==> src/rtl/counter_pkg.sv <==
// Shared definitions for the modulo counter family: limit-mode constants
// and the next-value rule used by every counter core.
package counter_pkg;

  localparam int SAT_WRAP  = 0;
  localparam int SAT_HOLD  = 1;
  localparam int CNT_MAX_W = 32;

  typedef struct packed {
    logic [CNT_MAX_W-1:0] cnt;
    logic                 limit;
  } next_t;

  // limit is set when the step is attempted at the terminal value for the
  // current direction; the result always stays inside 0..max.
  function automatic next_t next_count(
    input logic [CNT_MAX_W-1:0] cnt,
    input logic                 up,
    input logic [CNT_MAX_W-1:0] max,
    input logic                 sat
  );
    next_t r;
    r.limit = up ? (cnt == max) : (cnt == '0);
    if (!r.limit) begin
      r.cnt = up ? (cnt + CNT_MAX_W'(1)) : (cnt - CNT_MAX_W'(1));
    end else if (sat) begin
      r.cnt = cnt;
    end else begin
      r.cnt = up ? '0 : max;
    end
    return r;
  endfunction

endpackage

==> src/rtl/clk_en_prescaler.sv <==
// Enable prescaler: emits one tick per PRESCALE enabled cycles.
// The phase holds while en is low and restarts from zero on clr.
module clk_en_prescaler #(
  parameter int PRESCALE = 1
) (
  input  logic clk,
  input  logic rst,
  input  logic clr,
  input  logic en,
  output logic tick
);

  if (PRESCALE < 1) begin : g_bad_prescale
    $error("clk_en_prescaler: PRESCALE must be at least 1");
  end

  if (PRESCALE == 1) begin : g_bypass
    logic unused_bypass;
    assign unused_bypass = ^{clk, rst, clr};
    assign tick = en;
  end else begin : g_div
    localparam int              PW   = $clog2(PRESCALE);
    localparam logic [PW-1:0]   LAST = PW'(PRESCALE - 1);

    logic [PW-1:0] pre_q;
    logic [PW-1:0] pre_d;

    always_comb begin
      pre_d = pre_q;
      if (clr) begin
        pre_d = '0;
      end else if (en) begin
        pre_d = (pre_q == LAST) ? '0 : (pre_q + PW'(1));
      end
    end

    always_ff @(posedge clk or posedge rst) begin
      if (rst) begin
        pre_q <= '0;
      end else begin
        pre_q <= pre_d;
      end
    end

    assign tick = en && (pre_q == LAST);
  end

endmodule

==> src/rtl/updown_mod_counter.sv <==
// Parametrised up/down modulo counter with clear, clamped load, prescaled
// enable, wrap or saturate at the limits, terminal-count and overflow flags.
module updown_mod_counter
  import counter_pkg::*;
#(
  parameter int WIDTH    = 4,
  parameter int MAX      = 15,
  parameter int SAT      = SAT_WRAP,
  parameter int PRESCALE = 1
) (
  input  logic             clk,
  input  logic             rst,
  input  logic             clr,
  input  logic             load,
  input  logic [WIDTH-1:0] load_val,
  input  logic             en,
  input  logic             up,
  output logic [WIDTH-1:0] o_cnt,
  output logic             o_tc,
  output logic             o_ovf
);

  if (WIDTH < 1 || WIDTH > CNT_MAX_W) begin : g_bad_width
    $error("updown_mod_counter: WIDTH must be in 1..32");
  end
  if (MAX < 1 || longint'(MAX) > ((longint'(1) << WIDTH) - 1)) begin : g_bad_max
    $error("updown_mod_counter: MAX must be in 1..2**WIDTH-1");
  end
  if (PRESCALE < 1) begin : g_bad_prescale
    $error("updown_mod_counter: PRESCALE must be at least 1");
  end
  if (SAT != SAT_WRAP && SAT != SAT_HOLD) begin : g_bad_sat
    $error("updown_mod_counter: SAT must be 0 (wrap) or 1 (hold)");
  end

  localparam logic [WIDTH-1:0] MAX_V = WIDTH'(MAX);
  localparam logic             SAT_B = (SAT == SAT_HOLD);

  logic [WIDTH-1:0] cnt_q;
  logic [WIDTH-1:0] cnt_d;
  logic             ovf_q;
  logic             ovf_d;
  logic             tick;
  next_t            step_res;

  // clr and load both restart the prescale period.
  clk_en_prescaler #(
    .PRESCALE(PRESCALE)
  ) u_prescaler (
    .clk  (clk),
    .rst  (rst),
    .clr  (clr | load),
    .en   (en),
    .tick (tick)
  );

  assign step_res = next_count(CNT_MAX_W'(cnt_q), up, CNT_MAX_W'(MAX_V), SAT_B);

  always_comb begin
    cnt_d = cnt_q;
    ovf_d = 1'b0;
    if (clr) begin
      cnt_d = '0;
    end else if (load) begin
      cnt_d = (load_val > MAX_V) ? MAX_V : load_val;
    end else if (tick) begin
      cnt_d = WIDTH'(step_res.cnt);
      ovf_d = step_res.limit;
    end
  end

  always_ff @(posedge clk or posedge rst) begin
    if (rst) begin
      cnt_q <= '0;
      ovf_q <= 1'b0;
    end else begin
      cnt_q <= cnt_d;
      ovf_q <= ovf_d;
    end
  end

  assign o_cnt = cnt_q;
  assign o_tc  = step_res.limit;
  assign o_ovf = ovf_q;

endmodule

==> config.mk <==
export PLATFORM = sky130hd
export DESIGN_NAME = updown_mod_counter
export DESIGN_NICKNAME = d
export VERILOG_FILES = /design/src/rtl/counter_pkg.sv /design/src/rtl/clk_en_prescaler.sv /design/src/rtl/updown_mod_counter.sv
export SDC_FILE = /design/constraint.sdc
export NUM_CORES = 1
export LEC_CHECK = 0
export ABC_CLOCK_PERIOD_IN_PS = 3500
export BUFFER_PORTS_ARGS = -buffer_cell sky130_fd_sc_hd__buf_2
export CAP_MARGIN = 40
export CELL_PAD_IN_SITES_DETAIL_PLACEMENT = 1
export CELL_PAD_IN_SITES_GLOBAL_PLACEMENT = 2
export CORE_MARGIN = 1
export CORE_UTILIZATION = 26
export CTS_CLUSTER_DIAMETER = 30
export CTS_CLUSTER_SIZE = 40
export DETAILED_ROUTE_END_ITERATION = 6
export GPL_TIMING_DRIVEN = 0
export PLACE_DENSITY = 0.75
export SLEW_MARGIN = 0
export SYNTH_ARGS = -nofsm -noshare
export SYNTH_HDL_FRONTEND = slang
export SYNTH_SLANG_ARGS = --single-unit
export TNS_END_PERCENT = 100
==> constraint.sdc <==
create_clock -name clk -period 3.5 [get_ports clk]
set_clock_uncertainty 0.15 [all_clocks]
set_input_delay 0.35 -clock clk [delete_from_list [all_inputs] [get_ports clk]]
set_output_delay 0.35 -clock clk [all_outputs]
set_load 0.03 [all_outputs]
==> results of run 1 <==
==> sequential cells by signal, indices dropped and copies added, names as in the netlist <==
signal,flops
o_cnt,4
o_ovf,1
==> cell families (layout without fill, tap and decap cells) <==
logic type	after synthesis	in the layout	share of synthesized area, %
buffers and inverters	6	25	5.90
XOR/XNOR	3	3	6.52
multiplexers	1	1	2.48
AO/OA/AOI/OAI	12	12	18.6
AND/OR/NAND/NOR	18	18	24.2
adder cells (fa/ha/maj)	3	3	11.2
flip-flops	5	5	31.1
==> repair_timing <==
item                      CTS  global route
hold buffers                1             0
gates resized for setup     0             0
hold endpoints to repair    5             0
setup buffers               0             0
==> critical path, cell delays in order, from the launching register on <==
cell and delay (ns):
dfrtp_1 0.43, or4_4 0.56, o21a_4 0.22, clkinv_2 0.05, buf_2 0.18
==> cell usage after synthesis <==
cell	n	area, um^2
or3_1	1	6.26
dfrtp_1	5	125
fa_1	1	20.0
o21a_4	1	15.0
nor3_1	3	15.0
o21ai_1	1	5.00
ha_1	2	25.0
nand2b_1	1	6.26
o211ai_1	1	7.51
clkinv_2	1	5.00
nand2_1	3	11.3
a21o_1	1	7.51
nor2_1	5	18.8
nor3b_1	1	7.51
xnor2_1	3	26.3
and4_1	1	8.76
o21ai_0	2	10.0
or4_4	1	11.3
mux2i_1	1	10.0
a21oi_1	6	30.0
clkbuf_1	1	3.75
nor2b_1	2	12.5
inv_1	4	15.0
==> per-stage QoR <==
step / instances / utilization [%] / area [um^2]
after floorplan: 48 / - / 403
after global placement: 77 / 36.0 / 492
after detailed placement: 77 / 36.0 / 492
after CTS: 82 / 38.6 / 528
after global routing: 82 / 38.6 / 528
final: 82 / 38.6 / 528
==> routing by layer <==
| layer | routed length [um] | GRT usage (%) | vias to the layer above | part of all wire (%) |
|---|---|---|---|---|
| met3 | 48 | 4.79 | 0 | 4.8 |
| met2 | 490 | 23.0 | 13 | 49 |
| met1 | 455 | 20.3 | 193 | 46 |
| met5 | 0 | 0 | - | 0 |
| met4 | 0 | 2.42 | 0 | 0 |
| li1 | - | - | 203 | - |
==> path summary, 6_finish.rpt <==
check                           slack [ns]  startpoint  endpoint
min in group asynchronous             0.41         rst  o_cnt[1]
max in group asynchronous             2.62         rst  o_cnt[3]
worst max-delay path                  1.31    o_cnt[3]      o_tc
worst max register to register        1.71    o_cnt[1]  o_cnt[3]
worst min-delay path                  0.19         clr  o_cnt[1]
worst min register to register        0.56    o_cnt[2]     o_ovf
==> power by group through the flow <==
stage | clock, mW | sequential, mW | combinational (mW)
after global placement | 0 | 0.0695 | 0.0615
after global routing | 0.0717 | 0.0694 | 0.0702
final | 0.0662 | 0.0686 | 0.0630
after detailed placement | 0 | 0.0696 | 0.0628
after floorplan | 0 | 0.0759 | 0.0363
after CTS | 0.0684 | 0.0688 | 0.0638
==> area by class of cell <==
type                    count  area, um^2
plain buffers               1        3.75
fillers                   191         838
flip-flops and latches      5         125
repair buffers             15        80.1
inverters                   5        20.0
clock buffers               4        26.3
multi-input cells          37         254
well taps                  15        18.8
==> metrics.txt, run 1 <==
initial antenna violation count=0; crit end category=primary output; Synth Instances=48; hold_ws=0.188 ns; Synth Net Count=61; clock buffer depth=2; Final Wtd Congestion=0.702; final wirelength=994 um; TritonRoute pass-1 iters=2; Core Area=1370 um^2; sw power=65.5 uW; Reg power frac=34.7%; pre-CTS setup slack=1.56 ns; Internal=132 uW; share of cells above drive strength 1=29.9%; WP data arrival=1.69 ns; Net Sw Frac=33.1%; WS Path Type=reg -> out; Worst EP required=3.00 ns; number of global-route vias before repair=362; Worst-Skew Late Latency=0.24 ns; die area=1710 um^2; status=finished, final reports clean; total power=198 uW; Hold Vio Cnt, Final=0; DR iter-0 viols=4; Post-route DRC=0; commonest cells after routing, fill and taps aside=buf_2 (14), a21oi_1 (6), nor2_1 (5), dfrtp_1 (5), inv_1 (4); register area share after synthesis=31.1%; f_max=0.457 GHz; ANT cells=0; Period minus WS final=2.19 ns; Routed Antenna Nets=0; CTS tree=yes; clk root buf=clkbuf_4; Rows=13; Initial Utilization=29.5%; Final TNS setup=0 ns; Final period util=62.5%; DR WL/cell=12.1 um; RSZ-0062 raised after global routing=no; total grt overflow=0; library cells used by synthesis=23; yosys warns=0; IO Pins=16; Final HPWL DP=826 um; Die X-Extent=41.4 um; maxcap violations=0; Area Overhead vs Synth=31.1%; first-pass GRT wire length=1.59 mm; Max VDD drop=135 uV; Post-Syn Area=403 um^2; Worst setup SP type=flip-flop; relative slew slack=74.5%; vias per cell=4.99; clock-pin slew on the worst setup and hold paths=0.04 ns; Leak=0.261 nW; CTS buffer count=3; Final Net Count=81; commonest non-fill, non-tap cell in the layout=buf_2; Setup violations, final=0; Total GRT Usage=14.8%; max-slew violation count=0; part of the power in combinational logic=31.8%; Worst-Margin Slew=0.382 ns; flops & latches, synth=5; DIE HEIGHT=41.4 um; cells on worst reg2reg path=7; vias=409; hold path depth=2; largest fanout on the critical path=5; Clk pwr share=33.5%; Setup WS post-layout=1.31 ns; PD cells=375 nW/um^2; # clock sinks=5; H-tree depth=1; port bufs=14; Min-Delay Path Class=in -> reg; Mean Syn Cell Area=8.39 um^2; pin count of the biggest net entering global routing=11
Power figures use the tool's default switching activity.
==> run 2, diff against run 1 <==
Settings changed: ABC_AREA set to 1, ABC_CLOCK_PERIOD_IN_PS 3500 to 2260, CORE_UTILIZATION 26 to 22, PLACE_DENSITY 0.75 to 0.7.
Clock period 3.5 ns to 2.26 ns, I/O delays scaled along.
==> run 2 against run 1 <==
Die area increased by 25%. Flip-flop and latch count unchanged. Sequential power increased by 59%. Global-route usage decreased by 1.6 points. Utilization decreased by 6.4 points. Routed wire length increased by 10%. Synthesized area increased by 7.1%. Combinational power increased by 100%. Register-to-register slack got worse by 1.1 ns. Sequential share of layout area decreased by 1.9 points. Design area increased by 8.8%. Critical path type is now reg -> reg. Largest power group is now combinational logic. Highest routed layer unchanged.
==> metrics.txt, run 2 <==
most frequent cell after synthesis=nand2_1 (was a21oi_1); Area Overhead vs Synth=33.0% (was 31.1%); Fill cells=242 (was 191); WS Path Type=reg -> reg (was reg -> out); Clk pwr share=30.2% (was 33.5%); Period minus WS final=1.70 ns; Final period util=75.2%; clk root buf=clkbuf_4 (unchanged); Most Crowded Layer GR=met2 (unchanged); status=finished, final reports clean (unchanged); Synth async-reset ratio=100% (unchanged); largest area contributor in the netlist=dfrtp_1 (unchanged); Final TNS setup=0 ns (unchanged); top post-synthesis cells by area=dfrtp_1 (29%), nand2_1 (29%), nand3_1 (7.0%), inv_1 (6.1%), ha_1 (5.8%) (was dfrtp_1 (31%), a21oi_1 (7.5%), xnor2_1 (6.5%), ha_1 (6.2%), fa_1 (5.0%)); Rows=15 (was 13); die area=2140 um^2 (was 1710 um^2); Final HPWL DP=896 um (was 826 um); Initial Utilization=24.2% (was 29.5%); port bufs=15 (was 14); max FFs per register=4 (unchanged); commonest cells after routing, fill and taps aside=nand2_1 (33), buf_2 (15), inv_1 (7) (was buf_2 (14), a21oi_1 (6), nor2_1 (5), dfrtp_1 (5), inv_1 (4)); post-CTS sizing=0 (unchanged); Post-CTS Setup Inserts=0 (unchanged); Worst-Margin Slew=0.345 ns (was 0.382 ns); final wirelength=1.10 mm (was 994 um); worst reg2reg setup slack=0.56 ns (was 1.71 ns); DR iter-0 viols=4 (unchanged); Worst setup SP type=flip-flop (unchanged); largest fanout on the critical path=6 (was 5); clock buffer depth=2 (unchanged); Min-Delay Path Class=in -> reg (unchanged); DR WL/cell=9.71 um (was 12.1 um); sw power=128 uW (was 65.5 uW); library cells used by synthesis=15 (was 23); area share of the largest cell type after synthesis=29.0% (was 31.1%); Worst EP required=2.24 ns (was 3.00 ns); met1 usage=14.7% (was 20.3%); Internal=210 uW (was 132 uW); Routed Antenna Nets=0 (unchanged); flops & latches, synth=5 (unchanged); TritonRoute pass-1 iters=2 (unchanged); Synth Instances=68 (was 48); Post-CTS Hold Buffers=1 (unchanged); # clock sinks=5 (unchanged); vias=468 (was 409); WP data arrival=1.68 ns (was 1.69 ns); Setup violations, final=0 (unchanged); share of cells above drive strength 1=27.3% (was 29.9%); met2 usage=24.5% (was 23.0%); EDFF count, synth=0 (unchanged); Synth Net Count=81 (was 61); Multi-input gate area=273 um^2 (was 254 um^2); Post-route DRC=0 (unchanged); Final Net Count=102 (was 81); ANT cells=0 (unchanged); Total GRT Usage=13.3% (was 14.8%); Post-Syn Area=432 um^2 (was 403 um^2); CTS tree=yes (unchanged); CTS buffer count=3 (unchanged); Reg power frac=32.3% (was 34.7%); Hold Vio Cnt, Final=0 (unchanged); part of the power in combinational logic=37.5% (was 31.8%); IO Pins=16 (unchanged); Mean Syn Cell Area=6.35 um^2 (was 8.39 um^2); commonest non-fill, non-tap cell in the layout=nand2_1 (was buf_2); relative slew slack=76.9% (was 74.5%); pin count of the biggest net entering global routing=7 (was 11); Core Area=1780 um^2 (was 1370 um^2); DIE HEIGHT=46.3 um (was 41.4 um); yosys warns=0 (unchanged); total grt overflow=0 (unchanged); PD cells=588 nW/um^2 (was 375 nW/um^2); ys flop type=dfrtp_1 (unchanged); sequential cell area=125 um^2 (unchanged); clock-pin slew on the worst setup and hold paths=0.04 ns (about the same); register area share after synthesis=29.0% (was 31.1%); f_max=0.589 GHz; Max VDD drop=327 uV (was 135 uV); Net Sw Frac=37.9% (was 33.1%); RSZ-0062 raised after global routing=no (unchanged); max-slew violation count=0 (unchanged); Post-synth top cells=nand2_1 (33), inv_1 (7), nand3_1 (6) (was a21oi_1 (6), dfrtp_1 (5), nor2_1 (5)); Worst-Skew Late Latency=0.24 ns (about the same); Final Wtd Congestion=0.754 (was 0.702); vias per cell=4.14 (was 4.99); Die X-Extent=46.3 um (was 41.4 um); Leak=0.345 nW (was 0.261 nW); met3 GRT Util=4.71% (was 4.79%); H-tree depth=1 (unchanged); hold_ws=0.134 ns (was 0.188 ns); first-pass GRT wire length=1.97 mm (was 1.59 mm); number of global-route vias before repair=472 (was 362); maxcap violations=0 (unchanged); crit end category=flip-flop (was primary output); initial antenna violation count=0 (unchanged)
==> run 2: cell types whose count changed in the layout (fill, tap and decap cells not counted), moves of 3 or more <==
| cell | delta |
|---|---|
| xnor2_1 | -3 |
| nor3_1 | -3 |
| inv_1 | +3 |
| nand3_1 | +6 |
| a21oi_1 | -6 |
| nand2_1 | +30 |
==> run 2: cells by family after synthesis <==
logic type | Yosys count | share of synthesized area (%)
buf+inv | 9 | 7.83
compound gates | 3 | 4.93
simple gates | 47 | 45.8
fa+ha+maj | 3 | 10.4
xor+xnor | 1 | 2.03
flops | 5 | 29.0
==> run 2: critical path: stages (launching register included) <==
cell,delay [ns]
dfrtp_1,0.47
inv_1,0.11
fa_1,0.41
xor2_1,0.16
nand2_1,0.07
nand2_1,0.05
nand2_1,0.05
nand2_1,0.06
nand2_1,0.05
==> run 2: metal layers <==
metal / part of all wire, % / vias up
li1: - / 248
met4: 0 / 0
met5: 0 / -
met1: 42 / 205
met3: 5.8 / 0
met2: 52 / 15
==> run 2: layout make-up <==
type                            instances  share of cell area [%]
Timing Repair Buffer                   16                    14.8
Clock buffer                            4                    4.58
Tap cell                               25                    5.45
Multi-Input combinational cell         54                    47.5
Sequential cell                         5                    21.8
Inverter                                9                    5.88
==> run 2: final timing paths <==
kind,from,endpoint,depth (start not counted)
worst max register to register,o_cnt[0],o_cnt[2],8
worst max-delay path,o_cnt[0],o_cnt[2],8
min in group asynchronous,rst,o_cnt[3],3
worst min register to register,o_cnt[2],o_cnt[2],2
max in group asynchronous,rst,o_ovf,3
worst min-delay path,en,o_cnt[2],4
==> run 2: power groups by stage <==
stage               combinational (mW)  sequential [mW]  clock [mW]
floorplan                       0.0752            0.124           0
global placement                 0.125            0.111           0
detailed placement               0.128            0.110           0
CTS                              0.130            0.109       0.106
global route                     0.147            0.111       0.115
finish                           0.127            0.109       0.102
==> run 2: through the flow <==
stage	power (mW)	utilization (%)	cells	setup WS [ns]	instance area (um^2)
6_report	0.338	32.2	113	0.561	574
3_3_place_gp	0.236	30.2	108	0.530	538
5_1_grt	0.373	32.2	113	0.456	574
2_1_floorplan	0.199	-	68	0.522	432
4_1_cts	0.345	32.2	113	0.573	574
3_5_place_dp	0.238	30.2	108	0.504	538
